`src/rtl/iob_pcie_tx_engine_if.sv`:
```
// rtl/iob_pcie_tx_engine_if.sv - PCIe core TX channel bundle between engine (master) and core (slave)
interface iob_pcie_tx_engine_if #(
  parameter int LEN_W      = 32,
  parameter int PCI_DATA_W = 64
);
  logic                  chnl_tx_o;
  logic                  chnl_tx_last_o;
  logic [LEN_W-1:0]      chnl_tx_len_o;
  logic [30:0]           chnl_tx_off_o;
  logic [PCI_DATA_W-1:0] chnl_tx_data_o;
  logic                  chnl_tx_data_valid_o;
  logic                  chnl_tx_data_ren_i;
  logic                  chnl_tx_ack_i;

  modport master (
    output chnl_tx_o, chnl_tx_last_o, chnl_tx_len_o, chnl_tx_off_o,
    output chnl_tx_data_o, chnl_tx_data_valid_o,
    input  chnl_tx_data_ren_i, chnl_tx_ack_i
  );

  modport slave (
    input  chnl_tx_o, chnl_tx_last_o, chnl_tx_len_o, chnl_tx_off_o,
    input  chnl_tx_data_o, chnl_tx_data_valid_o,
    output chnl_tx_data_ren_i, chnl_tx_ack_i
  );
endinterface

```
`src/rtl/iob_pcie_tx_engine.sv`:
```
// rtl/iob_pcie_tx_engine.sv - packs CPU words into PCI beats, buffers them and runs the channel TX transaction
module iob_pcie_tx_engine #(
  parameter int DATA_W      = 32,
  parameter int PCI_DATA_W  = 64,
  parameter int FIFO_ADDR_W = 4,
  parameter int LEN_W       = 32,
  parameter int TIMEOUT_W   = 16
) (
  input  logic                   clk,
  input  logic                   rst,
  input  logic                   start_i,
  input  logic [LEN_W-1:0]       len_i,
  input  logic                   last_i,
  input  logic [30:0]            off_i,
  input  logic [DATA_W-1:0]      wr_data_i,
  input  logic                   wr_en_i,
  output logic                   wr_full_o,
  output logic [FIFO_ADDR_W:0]   level_o,
  output logic                   busy_o,
  output logic                   done_o,
  output logic                   err_o,
  iob_pcie_tx_engine_if.master   chnl
);
  localparam int RATIO  = PCI_DATA_W / DATA_W;
  localparam int LANE_W = (RATIO > 1) ? $clog2(RATIO) : 1;
  localparam int DEPTH  = 2 ** FIFO_ADDR_W;
  localparam logic [FIFO_ADDR_W:0] LVL_FULL   = (FIFO_ADDR_W+1)'(DEPTH);
  localparam logic [FIFO_ADDR_W:0] LVL_ALMOST = (FIFO_ADDR_W+1)'(DEPTH - 1);
  localparam logic [TIMEOUT_W-1:0] TMO_LAST   = TIMEOUT_W'((2 ** TIMEOUT_W) - 2);

  typedef enum logic [1:0] {IDLE, REQ, SEND, ABORT} state_t;
  state_t state_q, state_d;

  logic [LEN_W-1:0]       len_q, words_in_q, beats_sent_q, beats_total;
  logic                   last_q, done_q, pend_q, full_q;
  logic [30:0]            off_q;
  logic [TIMEOUT_W-1:0]   tmo_q;
  logic [PCI_DATA_W-1:0]  pack_q, pack_nxt, beat_q;
  logic [PCI_DATA_W-1:0]  mem [DEPTH];
  logic [FIFO_ADDR_W-1:0] wr_ptr_q, rd_ptr_q;
  logic [FIFO_ADDR_W:0]   level_q, level_d;
  logic [LANE_W-1:0]      lane;
  logic                   open_req, wr_acc, beat_done, valid, pop, last_pop;

  assign open_req    = (state_q == IDLE) & start_i & (len_i != '0);
  assign lane        = words_in_q[LANE_W-1:0];
  // A pending push into a FIFO with one free slot must not be joined by further words.
  assign wr_acc      = ((state_q == REQ) | (state_q == SEND)) & wr_en_i & ~full_q &
                       ~(pend_q & (level_q == LVL_ALMOST)) & (words_in_q < len_q);
  assign beat_done   = wr_acc & ((lane == LANE_W'(RATIO - 1)) | (words_in_q + LEN_W'(1) == len_q));
  assign valid       = (state_q == SEND) & (level_q != '0);
  assign pop         = valid & chnl.chnl_tx_data_ren_i;
  assign beats_total = (len_q >> LANE_W) + LEN_W'(|len_q[LANE_W-1:0]);
  assign last_pop    = pop & (beats_sent_q + LEN_W'(1) == beats_total);
  assign level_d     = level_q + (FIFO_ADDR_W+1)'(pend_q) - (FIFO_ADDR_W+1)'(pop);

  always_comb begin
    pack_nxt = pack_q;
    for (int i = 0; i < RATIO; i++)
      if (lane == LANE_W'(i)) pack_nxt[i*DATA_W +: DATA_W] = wr_data_i;
  end

  always_comb begin
    state_d = state_q;
    case (state_q)
      IDLE:    if (open_req) state_d = REQ;
      REQ:     if (chnl.chnl_tx_ack_i) state_d = SEND;
               else if (tmo_q == TMO_LAST) state_d = ABORT;
      SEND:    if (last_pop) state_d = IDLE;
      default: state_d = IDLE;
    endcase
  end

  always_ff @(posedge clk or posedge rst) begin
    if (rst) begin
      state_q      <= IDLE;
      len_q        <= '0;
      last_q       <= 1'b0;
      off_q        <= '0;
      words_in_q   <= '0;
      beats_sent_q <= '0;
      tmo_q        <= '0;
      pack_q       <= '0;
      beat_q       <= '0;
      pend_q       <= 1'b0;
      wr_ptr_q     <= '0;
      rd_ptr_q     <= '0;
      level_q      <= '0;
      full_q       <= 1'b0;
      done_q       <= 1'b0;
    end else begin
      state_q <= state_d;
      done_q  <= last_pop;
      pend_q  <= beat_done;
      if (open_req) begin
        len_q        <= len_i;
        last_q       <= last_i;
        off_q        <= off_i;
        words_in_q   <= '0;
        beats_sent_q <= '0;
        tmo_q        <= '0;
        pack_q       <= '0;
      end
      if (state_q == REQ) tmo_q <= tmo_q + TIMEOUT_W'(1);
      if (wr_acc) begin
        words_in_q <= words_in_q + LEN_W'(1);
        if (beat_done) begin
          beat_q <= pack_nxt;
          pack_q <= '0;
        end else begin
          pack_q <= pack_nxt;
        end
      end
      if (pop) begin
        beats_sent_q <= beats_sent_q + LEN_W'(1);
        rd_ptr_q     <= rd_ptr_q + FIFO_ADDR_W'(1);
      end
      if (pend_q) wr_ptr_q <= wr_ptr_q + FIFO_ADDR_W'(1);
      level_q <= level_d;
      full_q  <= (level_d == LVL_FULL);
      // Abort discards everything buffered, including a partly packed beat.
      if (state_q == ABORT) begin
        pack_q   <= '0;
        pend_q   <= 1'b0;
        wr_ptr_q <= '0;
        rd_ptr_q <= '0;
        level_q  <= '0;
        full_q   <= 1'b0;
      end
    end
  end

  always_ff @(posedge clk) begin
    if (pend_q) mem[wr_ptr_q] <= beat_q;
  end

  assign busy_o    = (state_q != IDLE);
  assign err_o     = (state_q == ABORT);
  assign done_o    = done_q;
  assign wr_full_o = full_q;
  assign level_o   = level_q;

  assign chnl.chnl_tx_o            = (state_q == REQ) | (state_q == SEND);
  assign chnl.chnl_tx_last_o       = last_q;
  assign chnl.chnl_tx_len_o        = len_q;
  assign chnl.chnl_tx_off_o        = off_q;
  assign chnl.chnl_tx_data_valid_o = valid;
  assign chnl.chnl_tx_data_o       = valid ? mem[rd_ptr_q] : '0;
endmodule

```
`src/flat_wrapper.sv`:
```
// flat-port wrapper written by rule: the top's interface ports become plain ports
module iob_pcie_tx_engine_flat 
#(
  parameter int DATA_W      = 32,
  parameter int PCI_DATA_W  = 64,
  parameter int FIFO_ADDR_W = 4,
  parameter int LEN_W       = 32,
  parameter int TIMEOUT_W   = 16
)
  (clk, rst, start_i, len_i, last_i, off_i, wr_data_i, wr_en_i, wr_full_o, level_o, busy_o, done_o, err_o, chnl_chnl_tx_o, chnl_chnl_tx_last_o, chnl_chnl_tx_len_o, chnl_chnl_tx_off_o, chnl_chnl_tx_data_o, chnl_chnl_tx_data_valid_o, chnl_chnl_tx_data_ren_i, chnl_chnl_tx_ack_i);
  iob_pcie_tx_engine_if #(.LEN_W(LEN_W), .PCI_DATA_W(PCI_DATA_W)) chnl_i ();
  input  logic clk;
  input  logic rst;
  input  logic start_i;
  input  logic [LEN_W-1:0] len_i;
  input  logic last_i;
  input  logic [30:0] off_i;
  input  logic [DATA_W-1:0] wr_data_i;
  input  logic wr_en_i;
  output logic wr_full_o;
  output logic [FIFO_ADDR_W:0] level_o;
  output logic busy_o;
  output logic done_o;
  output logic err_o;
  output wire logic [$bits(chnl_i.chnl_tx_o)-1:0] chnl_chnl_tx_o;
  output wire logic [$bits(chnl_i.chnl_tx_last_o)-1:0] chnl_chnl_tx_last_o;
  output wire logic [$bits(chnl_i.chnl_tx_len_o)-1:0] chnl_chnl_tx_len_o;
  output wire logic [$bits(chnl_i.chnl_tx_off_o)-1:0] chnl_chnl_tx_off_o;
  output wire logic [$bits(chnl_i.chnl_tx_data_o)-1:0] chnl_chnl_tx_data_o;
  output wire logic [$bits(chnl_i.chnl_tx_data_valid_o)-1:0] chnl_chnl_tx_data_valid_o;
  input wire logic [$bits(chnl_i.chnl_tx_data_ren_i)-1:0] chnl_chnl_tx_data_ren_i;
  input wire logic [$bits(chnl_i.chnl_tx_ack_i)-1:0] chnl_chnl_tx_ack_i;
  assign chnl_chnl_tx_o = chnl_i.chnl_tx_o;
  assign chnl_chnl_tx_last_o = chnl_i.chnl_tx_last_o;
  assign chnl_chnl_tx_len_o = chnl_i.chnl_tx_len_o;
  assign chnl_chnl_tx_off_o = chnl_i.chnl_tx_off_o;
  assign chnl_chnl_tx_data_o = chnl_i.chnl_tx_data_o;
  assign chnl_chnl_tx_data_valid_o = chnl_i.chnl_tx_data_valid_o;
  assign chnl_i.chnl_tx_data_ren_i = chnl_chnl_tx_data_ren_i;
  assign chnl_i.chnl_tx_ack_i = chnl_chnl_tx_ack_i;
  iob_pcie_tx_engine #(.DATA_W(DATA_W), .PCI_DATA_W(PCI_DATA_W), .FIFO_ADDR_W(FIFO_ADDR_W), .LEN_W(LEN_W), .TIMEOUT_W(TIMEOUT_W)) u_core (.clk(clk), .rst(rst), .start_i(start_i), .len_i(len_i), .last_i(last_i), .off_i(off_i), .wr_data_i(wr_data_i), .wr_en_i(wr_en_i), .wr_full_o(wr_full_o), .level_o(level_o), .busy_o(busy_o), .done_o(done_o), .err_o(err_o), .chnl(chnl_i));
endmodule
```
`config.mk`:
```
export PLATFORM = sky130hd
export DESIGN_NAME = iob_pcie_tx_engine_flat
export DESIGN_NICKNAME = d
export VERILOG_FILES = /design/src/rtl/iob_pcie_tx_engine_if.sv /design/src/rtl/iob_pcie_tx_engine.sv /design/src/flat_wrapper.sv
export SDC_FILE = /design/constraint.sdc
export NUM_CORES = 2
export LEC_CHECK = 0
export CAP_MARGIN = 10
export CORE_ASPECT_RATIO = 1.4
export CORE_MARGIN = 2
export CORE_UTILIZATION = 50
export DETAILED_ROUTE_END_ITERATION = 6
export HOLD_SLACK_MARGIN = 0.06
export PLACE_DENSITY = 0.69
export SETUP_SLACK_MARGIN = 0.2
export SLEW_MARGIN = 20
export SYNTH_ARGS = -nofsm -noshare
export SYNTH_HDL_FRONTEND = slang
export SYNTH_SLANG_ARGS = --single-unit
```
`constraint.sdc`:
```
create_clock -name clk -period 13.15 [get_ports clk]
set_input_delay 2.63 -clock clk [delete_from_list [all_inputs] [get_ports clk]]
set_output_delay 2.63 -clock clk [all_outputs]
set_load 0.02 [all_outputs]
```
## Word level (Yosys, flattened, before mapping)

Memory sizes are Yosys's and may differ from the RTL's.
Index checks and enable logic that the tools add are counted.

- Register bits: 290
- Memory bits (writable): 1,024
- Input port bits: 102
- Output and inout port bits: 139
- Logic and storage cells: 89
- Memories: 1

- Add/sub/neg operators: 8
- $lt $le $gt $ge: 1
- Eq/ne operators: 11
- Multiplexer cells: 26
- Bitwise logic cells: 15
- Reduce and logical (&&, ||, !) cells: 12

Memory list:

| memory | depth | bits a word | read ports | clocked after Yosys merged registers in | wr ports | line | RTL |
|---|---|---|---|---|---|---|---|
| u_core.mem | 16 | 64 | 1 | 0 | 1 | iob_pcie_tx_engine.sv:39 | `logic [PCI_DATA_W-1:0] mem [DEPTH];` |

Operators with widths:

| operator | number |
|---|---|
| 2-to-1 mux 64 bit | 5 |
| 2-to-1 mux 32 bit | 5 |
| adder 32 x 1 -> 32 bit, second input constant | 2 |
| equality test 32 bit | 2 |
| adder 31 x 1 -> 32 bit | 1 |
| less-than comparator 32 bit | 1 |
| 2-to-1 mux 16 bit | 2 |
| nonzero test 32 bit | 1 |
| adder 16 x 1 -> 16 bit, second input constant | 1 |
| equality test 16 bit, second input constant | 1 |
| 2-to-1 mux 4 bit | 4 |
| nonzero test 2 bit | 6 |
| bitwise AND 1 bit | 11 |
| adder 4 x 1 -> 4 bit, second input constant | 2 |
| 2-to-1 mux 2 bit | 4 |
| one-hot mux 2 bit (3 select lines) | 1 |
| adder 5 x 1 -> 5 bit | 1 |
| equality test 5 x 4 -> 1 bit, second input constant | 1 |
| equality test 5 bit, second input constant | 1 |
| 2-to-1 mux 5 bit | 1 |
| nonzero test 5 bit | 1 |
| subtractor 5 x 1 -> 5 bit | 1 |
| equality test 2 bit, second input constant | 2 |
| 2-to-1 mux 1 bit | 4 |
| 9 further kinds | 12 |

## Depth between registers and ports, before layout

- Word-level depth: 10
- Depth in mapped cells: 19

## Worst setup path before layout

OpenSTA, ideal clock, no wires.

- Path type: flip-flop to output port
- Start point: reg u_core.rd_ptr_q[0]
- End point: out chnl_chnl_tx_data_o[45]
- Data arrival time: 2.808 ns
- Data required time: 10.520 ns
- Slack: 7.712 ns
- Cell stages (with the launch flop): 7
- Path through: dfrtp_1 > clkbuf_1 > buf_1 > buf_1 > mux4_2 > mux4_2 > and2_1

- Word-level cells in the longest chain between the ends: 2

RTL lines:

| element | line | RTL |
|---|---|---|
| start, declared | iob_pcie_tx_engine.sv:40 | `logic [FIFO_ADDR_W-1:0] wr_ptr_q, rd_ptr_q;` |
| start signal, assigned | iob_pcie_tx_engine.sv:116 | `rd_ptr_q <= rd_ptr_q + FIFO_ADDR_W'(1);` |
| memory read (16 x 64 bit) | - |  |
| 2-to-1 mux 64 bit | iob_pcie_tx_engine.sv:148 | `assign chnl.chnl_tx_data_o = valid ? mem[rd_ptr_q] : '0;` |
| end, declared | flat_wrapper.sv:29 | `output wire logic [$bits(chnl_i.chnl_tx_data_o)-1:0] chnl_chnl_tx_data_o;` |

No other way between the ends.

## Worst setup path after layout

- Start point: reg u_core.rd_ptr_q[0]
- End point: out chnl_chnl_tx_data_o[49]

The elaborated chain is that of the path after synthesis.

==> impl_results.html <==
<table>
<tr><th>Metric</th><th>Value</th></tr>
<tr><th colspan="2">Run status</th></tr>
<tr><td>Run status</td><td>finished, final reports clean</td></tr>
<tr><th colspan="2">Die</th></tr>
<tr><td>Number of I/O pins</td><td>241</td></tr>
<tr><td>Die outline width</td><td>287 um</td></tr>
<tr><td>Site Rows</td><td>between 100 and 150</td></tr>
<tr><td>Die outline height</td><td>400 um</td></tr>
<tr><td>Initial Utilization</td><td>50.3%</td></tr>
<tr><td>Area of the die</td><td>115,000 um^2</td></tr>
<tr><td>Area of the core region</td><td>111,000 um^2</td></tr>
<tr><th colspan="2">Synthesis</th></tr>
<tr><td>Proportion of synthesized flip-flops having asynchronous set or reset</td><td>around 22%</td></tr>
<tr><td>Area leader, netlist</td><td>sky130_fd_sc_hd__edfxtp_1</td></tr>
<tr><td>Yosys reg bits</td><td>~1,300</td></tr>
<tr><td>Synth top area cells</td><td>sky130_fd_sc_hd__edfxtp_1, sky130_fd_sc_hd__dfrtp_1, sky130_fd_sc_hd__mux4_2</td></tr>
<tr><td>Proportion of synthesized chip area in sequential cells</td><td>67.8%</td></tr>
<tr><td>Synth Net Count</td><td>between 3,000 and 4,000</td></tr>
<tr><td>EDFF count, synth</td><td>1,024</td></tr>
<tr><td>Ranking of synthesized cells by instance count</td><td>sky130_fd_sc_hd__edfxtp_1, sky130_fd_sc_hd__mux4_2, sky130_fd_sc_hd__dfrtp_1</td></tr>
<tr><td>Warnings, synthesis</td><td>0</td></tr>
<tr><td>Post-synthesis cell count</td><td>3,283</td></tr>
<tr><td>Average instance area after synthesis</td><td>17.1 um^2</td></tr>
<tr><td>Main flop type after synthesis</td><td>sky130_fd_sc_hd__edfxtp_1</td></tr>
<tr><td>Count leader, synth</td><td>sky130_fd_sc_hd__edfxtp_1</td></tr>
<tr><td>Summed instance area of the synthesized netlist</td><td>between 50,000 and 60,000 um^2</td></tr>
<tr><td>Synth unique cells</td><td>81</td></tr>
<tr><td>Share of Yosys cell area claimed by the top area cell type</td><td>54.9%</td></tr>
<tr><th colspan="2">Route</th></tr>
<tr><td>Post-detailed-route count of antenna-violating nets</td><td>0</td></tr>
<tr><td>Average wire per standard cell</td><td>27.2 um</td></tr>
<tr><td>Drt drc</td><td>0</td></tr>
<tr><td>Final Routed Wirelength</td><td>138,000 um</td></tr>
<tr><td>Number of search-and-repair iterations in the first detailed-routing pass</td><td>5</td></tr>
<tr><td>Vias</td><td>31,300</td></tr>
<tr><td>Vias per inst</td><td>6.18</td></tr>
<tr><td>Starting DRC count in detailed routing</td><td>2,662</td></tr>
<tr><th colspan="2">Timing</th></tr>
<tr><td>Final sum of negative setup slack</td><td>0 ns</td></tr>
<tr><td>Period utilization</td><td>60.0%</td></tr>
<tr><td>Final count of hold timing violations</td><td>0</td></tr>
<tr><td>Rel. slew slack</td><td>24.3%</td></tr>
<tr><td>Total setup violations reported at the end of the flow</td><td>0</td></tr>
<tr><td>Period minus WS final</td><td>a little under 8 ns</td></tr>
<tr><td>Clock tree skew after final layout</td><td>0.0286 ns</td></tr>
<tr><td>Upper clock frequency limit</td><td>127 MHz</td></tr>
<tr><td>Slew at the pin closest to its max-slew limit</td><td>1.12 ns</td></tr>
<tr><td>Final Max Tran Viols</td><td>0</td></tr>
<tr><td>Worst setup margin</td><td>5.26 ns</td></tr>
<tr><td>RSZ-0062 raised after global routing</td><td>no</td></tr>
<tr><th colspan="2">Clock network</th></tr>
<tr><td>Maximum level of the CTS H-tree</td><td>3</td></tr>
<tr><td>Number of resized instances in the post-cts repair step</td><td>0</td></tr>
<tr><td>Number of setup buffers added after CTS</td><td>0</td></tr>
<tr><td>CTS Buf Count</td><td>118</td></tr>
<tr><td>Clock Root Buffer</td><td>sky130_fd_sc_hd__clkbuf_16</td></tr>
<tr><td>Deepest clock path buffer count</td><td>3</td></tr>
<tr><td>Clock transition time at the flip-flop clock pins of the worst setup and hold paths</td><td>0.07 ns</td></tr>
<tr><td>Clock latency on the worst-skew pair</td><td>0.73 ns</td></tr>
<tr><td>TritonCTS clock tree</td><td>done</td></tr>
<tr><td>Number of hold buffers added after cts</td><td>0</td></tr>
<tr><td>Clock net sink count</td><td>1,314</td></tr>
<tr><th colspan="2">Setup path</th></tr>
<tr><td>Crit Path Category</td><td>register to primary output</td></tr>
<tr><td>CP Data Required Time</td><td>10.52 ns</td></tr>
<tr><td>Type of origin of the critical path</td><td>register</td></tr>
<tr><td>Critical R2R Launch</td><td>u_core.chnl.chnl_tx_len_o[5]</td></tr>
<tr><td>Buffer and inverter count on the worst path</td><td>3</td></tr>
<tr><td>Flop-to-flop setup slack</td><td>7.59 ns</td></tr>
<tr><td>Worst path cell trace</td><td>buf_4 &gt; buf_4 &gt; mux4_2 &gt; mux4_2 &gt; and2_1 &gt; clkdlybuf4s50_1</td></tr>
<tr><td>Sort of element at the end of the critical path</td><td>primary output</td></tr>
<tr><td>Longest individual stage delay on the worst path</td><td>0.99 ns</td></tr>
<tr><td>Data arrival time of the worst path</td><td>5.26 ns</td></tr>
<tr><td>Slowest cell on the critical path</td><td>sky130_fd_sc_hd__dfrtp_4</td></tr>
<tr><td>CP max FO</td><td>between 40 and 50</td></tr>
<tr><td>Depth of the most critical reg-to-reg path</td><td>14</td></tr>
<tr><td>Kind of cell adding the most delay to the critical path</td><td>buffers and inverters</td></tr>
<tr><td>Worst reg2reg endpoint</td><td>u_core.beat_q[39]</td></tr>
<tr><th colspan="2">Place</th></tr>
<tr><td>Last weighted congestion value of the routability-driven placer</td><td>0.919</td></tr>
<tr><td>Port buffer count</td><td>240</td></tr>
<tr><td>Worst slack after detailed placement</td><td>5.85 ns</td></tr>
<tr><td>Post-detailed-placement half-perimeter wirelength</td><td>76,600 um</td></tr>
<tr><th colspan="2">Run</th></tr>
<tr><td>Max-capacitance violation count</td><td>0</td></tr>
<tr><th colspan="2">Global routing</th></tr>
<tr><td>Maximum number of pins on one net before global-route repair</td><td>156</td></tr>
<tr><td>Initial antenna violation count</td><td>5</td></tr>
<tr><td>Via count of the first global-routing pass</td><td>approximately 32,000</td></tr>
<tr><td>Total global routing track utilization</td><td>24.3%</td></tr>
<tr><td>Wire length of the first global-routing pass</td><td>206,000 um</td></tr>
<tr><td>GRT overflow</td><td>0</td></tr>
<tr><th colspan="2">Power</th></tr>
<tr><td>Total power per unit cell area</td><td>198 nW/um^2</td></tr>
<tr><td>Max IR drop VDD</td><td>0.171 mV</td></tr>
<tr><td>Static leakage power</td><td>around 21 nW</td></tr>
<tr><th colspan="2">Cells and area</th></tr>
<tr><td>Layout cells sized above 1</td><td>18.5%</td></tr>
<tr><td>Filler Cell Count</td><td>8,503</td></tr>
<tr><td>Final nets</td><td>around 3,600</td></tr>
<tr><td>Relative area change from synthesis to final layout</td><td>13.8%</td></tr>
<tr><th colspan="2">Hold path</th></tr>
<tr><td>Hold path endpoint</td><td>u_core.pack_q[63]</td></tr>
<tr><td>Hold path cells</td><td>1</td></tr>
<tr><td>Hold path start</td><td>u_core.pack_q[63]</td></tr>
<tr><td>Worst min path class</td><td>register to register</td></tr>
</table>
## power breakdown
group          switching [mW]  internal, mW
logic                    1.58          1.49
clock network            1.55          1.98
registers               0.776          5.25
## layout by cell type, fill, tap and decap left out, types with 25 or more instances in the layout
master                               n
sky130_fd_sc_hd__xor2_1             41
sky130_fd_sc_hd__buf_4              47
sky130_fd_sc_hd__xnor2_1            76
sky130_fd_sc_hd__nor4_1             33
sky130_fd_sc_hd__nor4b_1            31
sky130_fd_sc_hd__a21oi_1            27
sky130_fd_sc_hd__and2_1             79
sky130_fd_sc_hd__edfxtp_1         1024
sky130_fd_sc_hd__o22a_1             34
sky130_fd_sc_hd__clkbuf_1           25
sky130_fd_sc_hd__dfrtp_1           285
sky130_fd_sc_hd__mux2i_1            36
sky130_fd_sc_hd__mux2_2             64
sky130_fd_sc_hd__nand2_1           119
sky130_fd_sc_hd__inv_1              56
sky130_fd_sc_hd__mux4_2            320
sky130_fd_sc_hd__nand4_1            45
sky130_fd_sc_hd__o21ai_0           109
sky130_fd_sc_hd__a2bb2oi_1          35
sky130_fd_sc_hd__clkbuf_16         120
sky130_fd_sc_hd__nor2b_1            40
sky130_fd_sc_hd__clkdlybuf4s50_1   240
sky130_fd_sc_hd__a22o_1             35
sky130_fd_sc_hd__nand3_1           127
sky130_fd_sc_hd__o21a_1             36
sky130_fd_sc_hd__nor2_1            117
sky130_fd_sc_hd__ha_1               54
## layout make-up
| class | instances | area (um^2) | area share, % |
|---|---|---|---|
| tap | 1470 | 1840 | 2.88 |
| sequential | 1314 | 38000 | 59.6 |
| antenna | 9 | 22.5 | 0.0353 |
| clock inverter | 67 | 709 | 1.11 |
| timing repair buffer | 290 | 2800 | 4.39 |
| multi-input combinational | 1697 | 16900 | 26.5 |
| inverter | 58 | 225 | 0.353 |
| clock buffer | 157 | 3240 | 5.08 |
## through the flow
| stage | std cells | instance area, um^2 | hold slack, ns | power, mW | util, % |
|---|---|---|---|---|---|
| after floorplan | 3283 | 56000 | 0.450 | 7.96 | - |
| after global placement | 4829 | 59800 | 0.464 | 9.12 | 53.7 |
| after detailed placement | 4829 | 59800 | 0.468 | 9.18 | 53.7 |
| after CTS | 5053 | 63800 | 0.482 | 12.7 | 57.2 |
| after global routing | 5053 | 63800 | 0.500 | 13.2 | 57.2 |
| final | 5062 | 63800 | 0.486 | 12.6 | 57.3 |
## flip-flops by register name, summed over array words and instances (netlist names)
register                    cells
u_core.level_o                  5
u_core.mem                   1024
u_core.rd_ptr_q                 4
u_core.chnl.chnl_tx_last_o      1
u_core.wr_full_o                1
u_core.tmo_q                   16
u_core.state_q                  2
u_core.pend_q                   1
u_core.beats_sent_q            32
u_core.chnl.chnl_tx_off_o      31
u_core.done_o                   1
u_core.beat_q                  64
u_core.wr_ptr_q                 4
u_core.pack_q                  64
u_core.chnl.chnl_tx_len_o      32
u_core.words_in_q              32
## worst max-delay path by stage
stage	end	from	slack, ns	cells after the start
finish	chnl_chnl_tx_data_o[49]	u_core.rd_ptr_q[0]	5.26	6
global route	chnl_chnl_tx_data_o[49]	u_core.rd_ptr_q[0]	4.85	6
CTS	chnl_chnl_tx_data_o[5]	u_core.rd_ptr_q[0]	5.05	6
detailed placement	chnl_chnl_tx_data_o[5]	u_core.rd_ptr_q[0]	5.85	6
global placement	chnl_chnl_tx_data_o[5]	u_core.rd_ptr_q[0]	5.86	6
floorplan	u_core.beat_q[0]	rst	2.51	1
## kinds of logic after synthesis
logic type	Yosys count	synth area share [%]
flip-flops	1314	67.8
AND/OR/NAND/NOR	730	7.23
adder cells (fa/ha/maj)	55	1.24
multiplexers	422	14.8
AO/OA/AOI/OAI	365	4.59
buffers and inverters	272	2.15
XOR/XNOR	125	2.15
## metal layers
metal,track usage [%],share of wire [%],up-vias
li1,-,-,13400
met1,31.8,39,16400
met2,41.3,51,1214
met3,4.03,7.3,217
met4,8.02,3.0,6
met5,0,0.031,-
(Power assumes the default switching activity.)
